## config.mk

```make
export PLATFORM = sky130hd
export DESIGN_NAME = bit_serializer
export DESIGN_NICKNAME = d
export VERILOG_FILES = /design/src/rtl/bit_serializer.sv
export SDC_FILE = /design/constraint.sdc
export NUM_CORES = 1
export LEC_CHECK = 0
export CORE_ASPECT_RATIO = 0.9
export CORE_MARGIN = 1
export CORE_UTILIZATION = 53
export CTS_BUF_LIST = sky130_fd_sc_hd__clkbuf_8 sky130_fd_sc_hd__clkbuf_16
export CTS_CLUSTER_DIAMETER = 40
export CTS_CLUSTER_SIZE = 20
export DETAILED_ROUTE_END_ITERATION = 8
export PLACE_DENSITY = 0.85
export REMOVE_ABC_BUFFERS = 1
export SYNTH_ARGS = -nofsm -noshare
export SYNTH_HDL_FRONTEND = slang
export SYNTH_SLANG_ARGS = --single-unit
```

## constraint.sdc

```tcl
create_clock -name clock -period 2.25 [get_ports clock]
set_input_delay 0.3375 -clock clock [delete_from_list [all_inputs] [get_ports clock]]
set_output_delay 0.3375 -clock clock [all_outputs]
set_load 0.02 [all_outputs]
```

## src/rtl/bit_serializer.sv

```systemverilog
// -----------------------------------------------------------------------------
// bit_serializer
//
// Converts parallel words into a serial bit stream for a downstream sequence
// detector. A one-word holding buffer lets the next word be queued while the
// current one is shifting, so back-to-back words produce a gapless stream.
//
// Parameters
//   WIDTH      word length in bits, legal range 2..32
//   MSB_FIRST  1: most significant bit goes out first, 0: least significant
//
// Ports
//   clock          single clock, all state changes on its rising edge
//   reset          asynchronous, active-low; clears all state immediately
//   data_in        parallel word to serialize
//   load_valid     data_in is offered this cycle
//   load_ready     block accepts data_in this cycle
//   serial_enable  low pauses shifting (shift register, counter, FSM hold)
//   serial_out     serial bit stream
//   serial_valid   serial_out carries a frame bit this cycle
//   frame_done     one-cycle pulse after the last bit of a word is consumed
// -----------------------------------------------------------------------------
module bit_serializer #(
    parameter int WIDTH     = 8,
    parameter int MSB_FIRST = 1
) (
    input  logic             clock,
    input  logic             reset,
    input  logic [WIDTH-1:0] data_in,
    input  logic             load_valid,
    output logic             load_ready,
    input  logic             serial_enable,
    output logic             serial_out,
    output logic             serial_valid,
    output logic             frame_done
);

    localparam int             CW       = $clog2(WIDTH);
    localparam logic [CW-1:0]  LAST_CNT = CW'(WIDTH - 1);

    typedef enum logic {
        IDLE  = 1'b0,
        SHIFT = 1'b1
    } state_t;

    state_t           state;
    state_t           next_state;
    logic [WIDTH-1:0] shift_reg;
    logic [WIDTH-1:0] shifted;
    logic [CW-1:0]    bit_cnt;
    logic [WIDTH-1:0] buf_data;
    logic             buf_full;
    logic             head_bit;
    logic             accept;
    logic             last_edge;
    logic             to_buffer;

    // Handshake and edge qualifiers shared by the FSM and the datapath.
    assign accept    = load_valid && load_ready;
    assign last_edge = (state == SHIFT) && serial_enable && (bit_cnt == LAST_CNT);
    // A word accepted while shifting is queued, unless this is the last-bit
    // edge: then it bypasses straight into the shift register.
    assign to_buffer = accept && (state == SHIFT) && !last_edge;

    // Shift direction and the bit currently presented are fixed by MSB_FIRST.
    always_comb begin
        if (MSB_FIRST != 0) begin
            shifted  = {shift_reg[WIDTH-2:0], 1'b0};
            head_bit = shift_reg[WIDTH-1];
        end else begin
            shifted  = {1'b0, shift_reg[WIDTH-1:1]};
            head_bit = shift_reg[0];
        end
    end

    // -------------------------------------------------------------------------
    // FSM: state register
    // -------------------------------------------------------------------------
    // NOTE: sequential state uses non-blocking assignments so every register
    // samples the pre-edge values, independent of block ordering.
    always_ff @(posedge clock or negedge reset) begin
        if (!reset) begin
            state <= IDLE;
        end else begin
            state <= next_state;
        end
    end

    // -------------------------------------------------------------------------
    // FSM: next-state logic
    // -------------------------------------------------------------------------
    // NOTE: next_state gets a default before the case so no path leaves it
    // unassigned, which would otherwise infer a latch.
    always_comb begin
        next_state = state;
        case (state)
            IDLE: begin
                if (accept) begin
                    next_state = SHIFT;
                end
            end
            SHIFT: begin
                // Stay in SHIFT if another word is ready (buffered or bypass).
                if (last_edge && !buf_full && !accept) begin
                    next_state = IDLE;
                end
            end
            default: next_state = IDLE;
        endcase
    end

    // -------------------------------------------------------------------------
    // FSM: outputs
    // -------------------------------------------------------------------------
    always_comb begin
        load_ready   = (state == IDLE) || !buf_full;
        serial_valid = (state == SHIFT) && serial_enable;
        // Forced low in IDLE; while paused the shift register holds, so the
        // presented bit holds too.
        serial_out   = (state == SHIFT) ? head_bit : 1'b0;
    end

    // -------------------------------------------------------------------------
    // Datapath: shift register, bit counter, buffer flag, frame pulse
    // -------------------------------------------------------------------------
    always_ff @(posedge clock or negedge reset) begin
        if (!reset) begin
            shift_reg  <= '0;
            bit_cnt    <= '0;
            buf_full   <= 1'b0;
            frame_done <= 1'b0;
        end else begin
            frame_done <= last_edge;

            if (state == IDLE) begin
                if (accept) begin
                    shift_reg <= data_in;
                    bit_cnt   <= '0;
                end
            end else if (serial_enable) begin
                if (bit_cnt == LAST_CNT) begin
                    bit_cnt <= '0;
                    if (buf_full) begin
                        shift_reg <= buf_data;
                    end else if (accept) begin
                        shift_reg <= data_in;
                    end else begin
                        // Final shift leaves the register all zeros.
                        shift_reg <= shifted;
                    end
                end else begin
                    shift_reg <= shifted;
                    bit_cnt   <= bit_cnt + CW'(1);
                end
            end

            // load_ready is low while full, so a buffered transfer and a new
            // buffer load can never coincide.
            if (last_edge && buf_full) begin
                buf_full <= 1'b0;
            end else if (to_buffer) begin
                buf_full <= 1'b1;
            end
        end
    end

    // NOTE: the buffer payload has no reset; buf_full qualifies it, so its
    // contents are never observed before being written.
    always_ff @(posedge clock) begin
        if (to_buffer) begin
            buf_data <= data_in;
        end
    end

endmodule

```

==> impl_metrics.env <==
export IMPL_syn_area_mm2=0.001167
export IMPL_leakage_nw=0.5669
export IMPL_pwr_density_cell_mw_per_mm2=974.8
export IMPL_critical_path_class="register to primary output"
export IMPL_synth_edff_count=8
export IMPL_vdd_drop_max_mv=0.7117
export IMPL_final_common_cell="clkdlybuf4s50_1"
export IMPL_grt_max_degree=18
export IMPL_grt_overflow_total=0
export IMPL_critPathMaxStageDelay_ns=0.60
export IMPL_holdWs_ns=0.4808
export IMPL_final_nets=138
export IMPL_met3_length_um=148
export IMPL_diodes=0
export IMPL_num_rows=15
export IMPL_synth_ff_type="dfrtp_1"
export IMPL_ys_types=32
export IMPL_num_vias=896
export IMPL_worstPathCellList="nand2_2 > inv_2 > clkdlybuf4s50_1"
export IMPL_cts_buffers=3
export IMPL_io_pins=16
export IMPL_clock_sinks=22
export IMPL_max_clock_freq_mhz=496.8
export IMPL_cp_arrival_ns=1.68
export IMPL_wl_mm=2.580
export IMPL_grt_pass1_wl_mm=4.167
export IMPL_coreArea_mm2=0.001989
export IMPL_synthArstFlopShare=0.6364
export IMPL_cts_tree="built"
export IMPL_dpl_hpwl_mm=1.776
export IMPL_ant_nets=0
export IMPL_setup_worst_path_end_class="primary output"
export IMPL_drive_gt1_frac=0.1220
export IMPL_drc_errors=0
export IMPL_maxCapViolCount=0
export IMPL_finalHoldViolCount=0
export IMPL_routed_wl_met2_mm=1.260
export IMPL_clockBufferDepth=2
export IMPL_ys_warn_count=0
export IMPL_slew_violations=0
export IMPL_antenna_found_initial=0
export IMPL_fin_total_pwr_w=0.001355
export IMPL_die_w_um=51.47
export IMPL_highest_layer="met4"
export IMPL_rsz0062_at_grt="no"
export IMPL_numPortBuffers=15
export IMPL_hold_path_class="primary input to asynchronous set/reset pin"
export IMPL_final_util=0.6987
export IMPL_yosys_register_bits=22
export IMPL_first_pass_iters=4
export IMPL_tightestPinTransition_ns=0.6770
export IMPL_mostFrequentLayoutCells="15 x clkdlybuf4s50_1, 14 x dfrtp_1, 10 x nand2_1, 10 x a31oi_1"
export IMPL_die_h_um=46.53
export IMPL_finalCritPeriodShare=0.8947
export IMPL_cts_setup_buffers=0
export IMPL_start_kind="register"
export IMPL_setup_viol=0
export IMPL_clockRootBuffer="clkbuf_8"
export IMPL_wl_per_cell_um=17.43
export IMPL_critical_path_top_delay_family="buffers and inverters"
export IMPL_min_period_ns=2.013
export IMPL_ys_seq_area_frac=0.5059
export IMPL_insertion_delay_ns=0.26
export IMPL_cts_hold_fix_buffers=0
export IMPL_relSlewSlack=0.5473
export IMPL_worst_path_buf_inv=2
export IMPL_dp_slack_ns=0.3015
export IMPL_grt_usage=0.2522
export IMPL_drt_vias_per_instance=6.054
export IMPL_cts_repair_resized=0
export IMPL_setup_tns_final_ns=0
export IMPL_cp_max_fo=11
export IMPL_synth_cells=105
export IMPL_syn_avg_cell_area_um2=11.12
export IMPL_h_tree_depth=1
export IMPL_drt_iter0_drc=28
export IMPL_area_growth_syn_to_layout_pct=19.08
export IMPL_final_setup_worst_slack_ns=0.2369
export IMPL_worst_ep_required_time_ns=1.91
export IMPL_clkTransAtPathRegs_ns=0.08
export IMPL_outcome="complete, no violations"
export IMPL_die_area_mm2=0.002395
export IMPL_start_util=0.5868
export IMPL_first_global_vias=853
export IMPL_wl_met1_mm=1.113
export IMPL_worst_path_max_delay_cell="clkdlybuf4s50_1"
export IMPL_finClkSkew_ns=0.0008749
export IMPL_routabilityCongestion=0.8726
[worst register-to-register path, cell delays in order (launching register included)]
cell	delay, ns
dfrtp_1	0.41
ha_1	0.22
ha_1	0.22
nand2_1	0.09
and4b_1	0.47
[final timing paths]
kind | to | slack, ns | cells after the start | start
min | state$_DFF_PN0_ | 0.48 | 1 | reset
min in group clock | shift_reg[4]$_DFFE_PN0P_ | 0.53 | 2 | shift_reg[4]$_DFFE_PN0P_
max reg2reg | buf_data[6]$_DFFE_PP_ | 0.49 | 4 | bit_cnt[0]$_DFFE_PN0P_
min reg2reg | shift_reg[4]$_DFFE_PN0P_ | 0.53 | 2 | shift_reg[4]$_DFFE_PN0P_
max in group asynchronous | bit_cnt[0]$_DFFE_PN0P_ | 1.34 | 1 | reset
max | serial_valid | 0.24 | 3 | state$_DFF_PN0_
[synthesized netlist by cell type, types with 2 or more instances]
cell | n | area [µm²]
edfxtp_1 | 8 | 240.2
buf_6 | 3 | 33.78
nor2b_1 | 2 | 12.51
o2111a_1 | 4 | 45.04
buf_2 | 2 | 10.01
o21ai_1 | 4 | 20.02
a21oi_1 | 2 | 10.01
ha_1 | 2 | 25.02
dfrtp_1 | 14 | 350.3
buf_4 | 2 | 15.01
o21ai_0 | 2 | 10.01
inv_1 | 2 | 7.510
a31oi_1 | 10 | 62.56
mux2_1 | 2 | 22.52
mux2i_1 | 4 | 40.04
nand3_1 | 7 | 35.03
o22ai_1 | 3 | 18.77
nand2b_1 | 8 | 50.05
nand2_1 | 10 | 37.54
a22o_1 | 2 | 17.52
[layout make-up]
| type | count | area (µm²) |
|---|---|---|
| Tap cell | 25 | 31.28 |
| Multi-Input combinational cell | 73 | 506.7 |
| Sequential cell | 22 | 590.6 |
| Timing Repair Buffer | 21 | 195.2 |
| Inverter | 3 | 11.26 |
| Clock buffer | 4 | 55.05 |
| Fill cell | 161 | 599.3 |
[stage by stage]
step	cell area, µm²	instances
floorplan	1109	98
global route	1390	148
global placement	1335	144
finish	1390	148
detailed placement	1335	144
CTS	1390	148
[logic make-up (layout without fill, tap and decap cells)]
logic type               after synthesis  in the layout  synth area share
AO/OA/AOI/OAI                         30             30            0.1790
multiplexers                           8              8           0.08253
adder cells (fa/ha/maj)                2              2           0.02143
buffers and inverters                 10             28           0.06002
AND/OR/NAND/NOR                       33             33            0.1511
flip-flops                            22             22            0.5059
[metal layers]
metal | global-route usage | up-vias
met3 | 0.05281 | 6
li1 | - | 429
met2 | 0.4130 | 32
met4 | 0.1135 | 0
met1 | 0.3249 | 429
met5 | 0 | -
[power by group]
group,switching (W),internal (W)
Clock,0.000126,0.000156
Sequential,0.000101,0.000528
Combinational,0.000217,0.000227
Total,0.000444,0.000911
(Power assumes the default switching activity.)
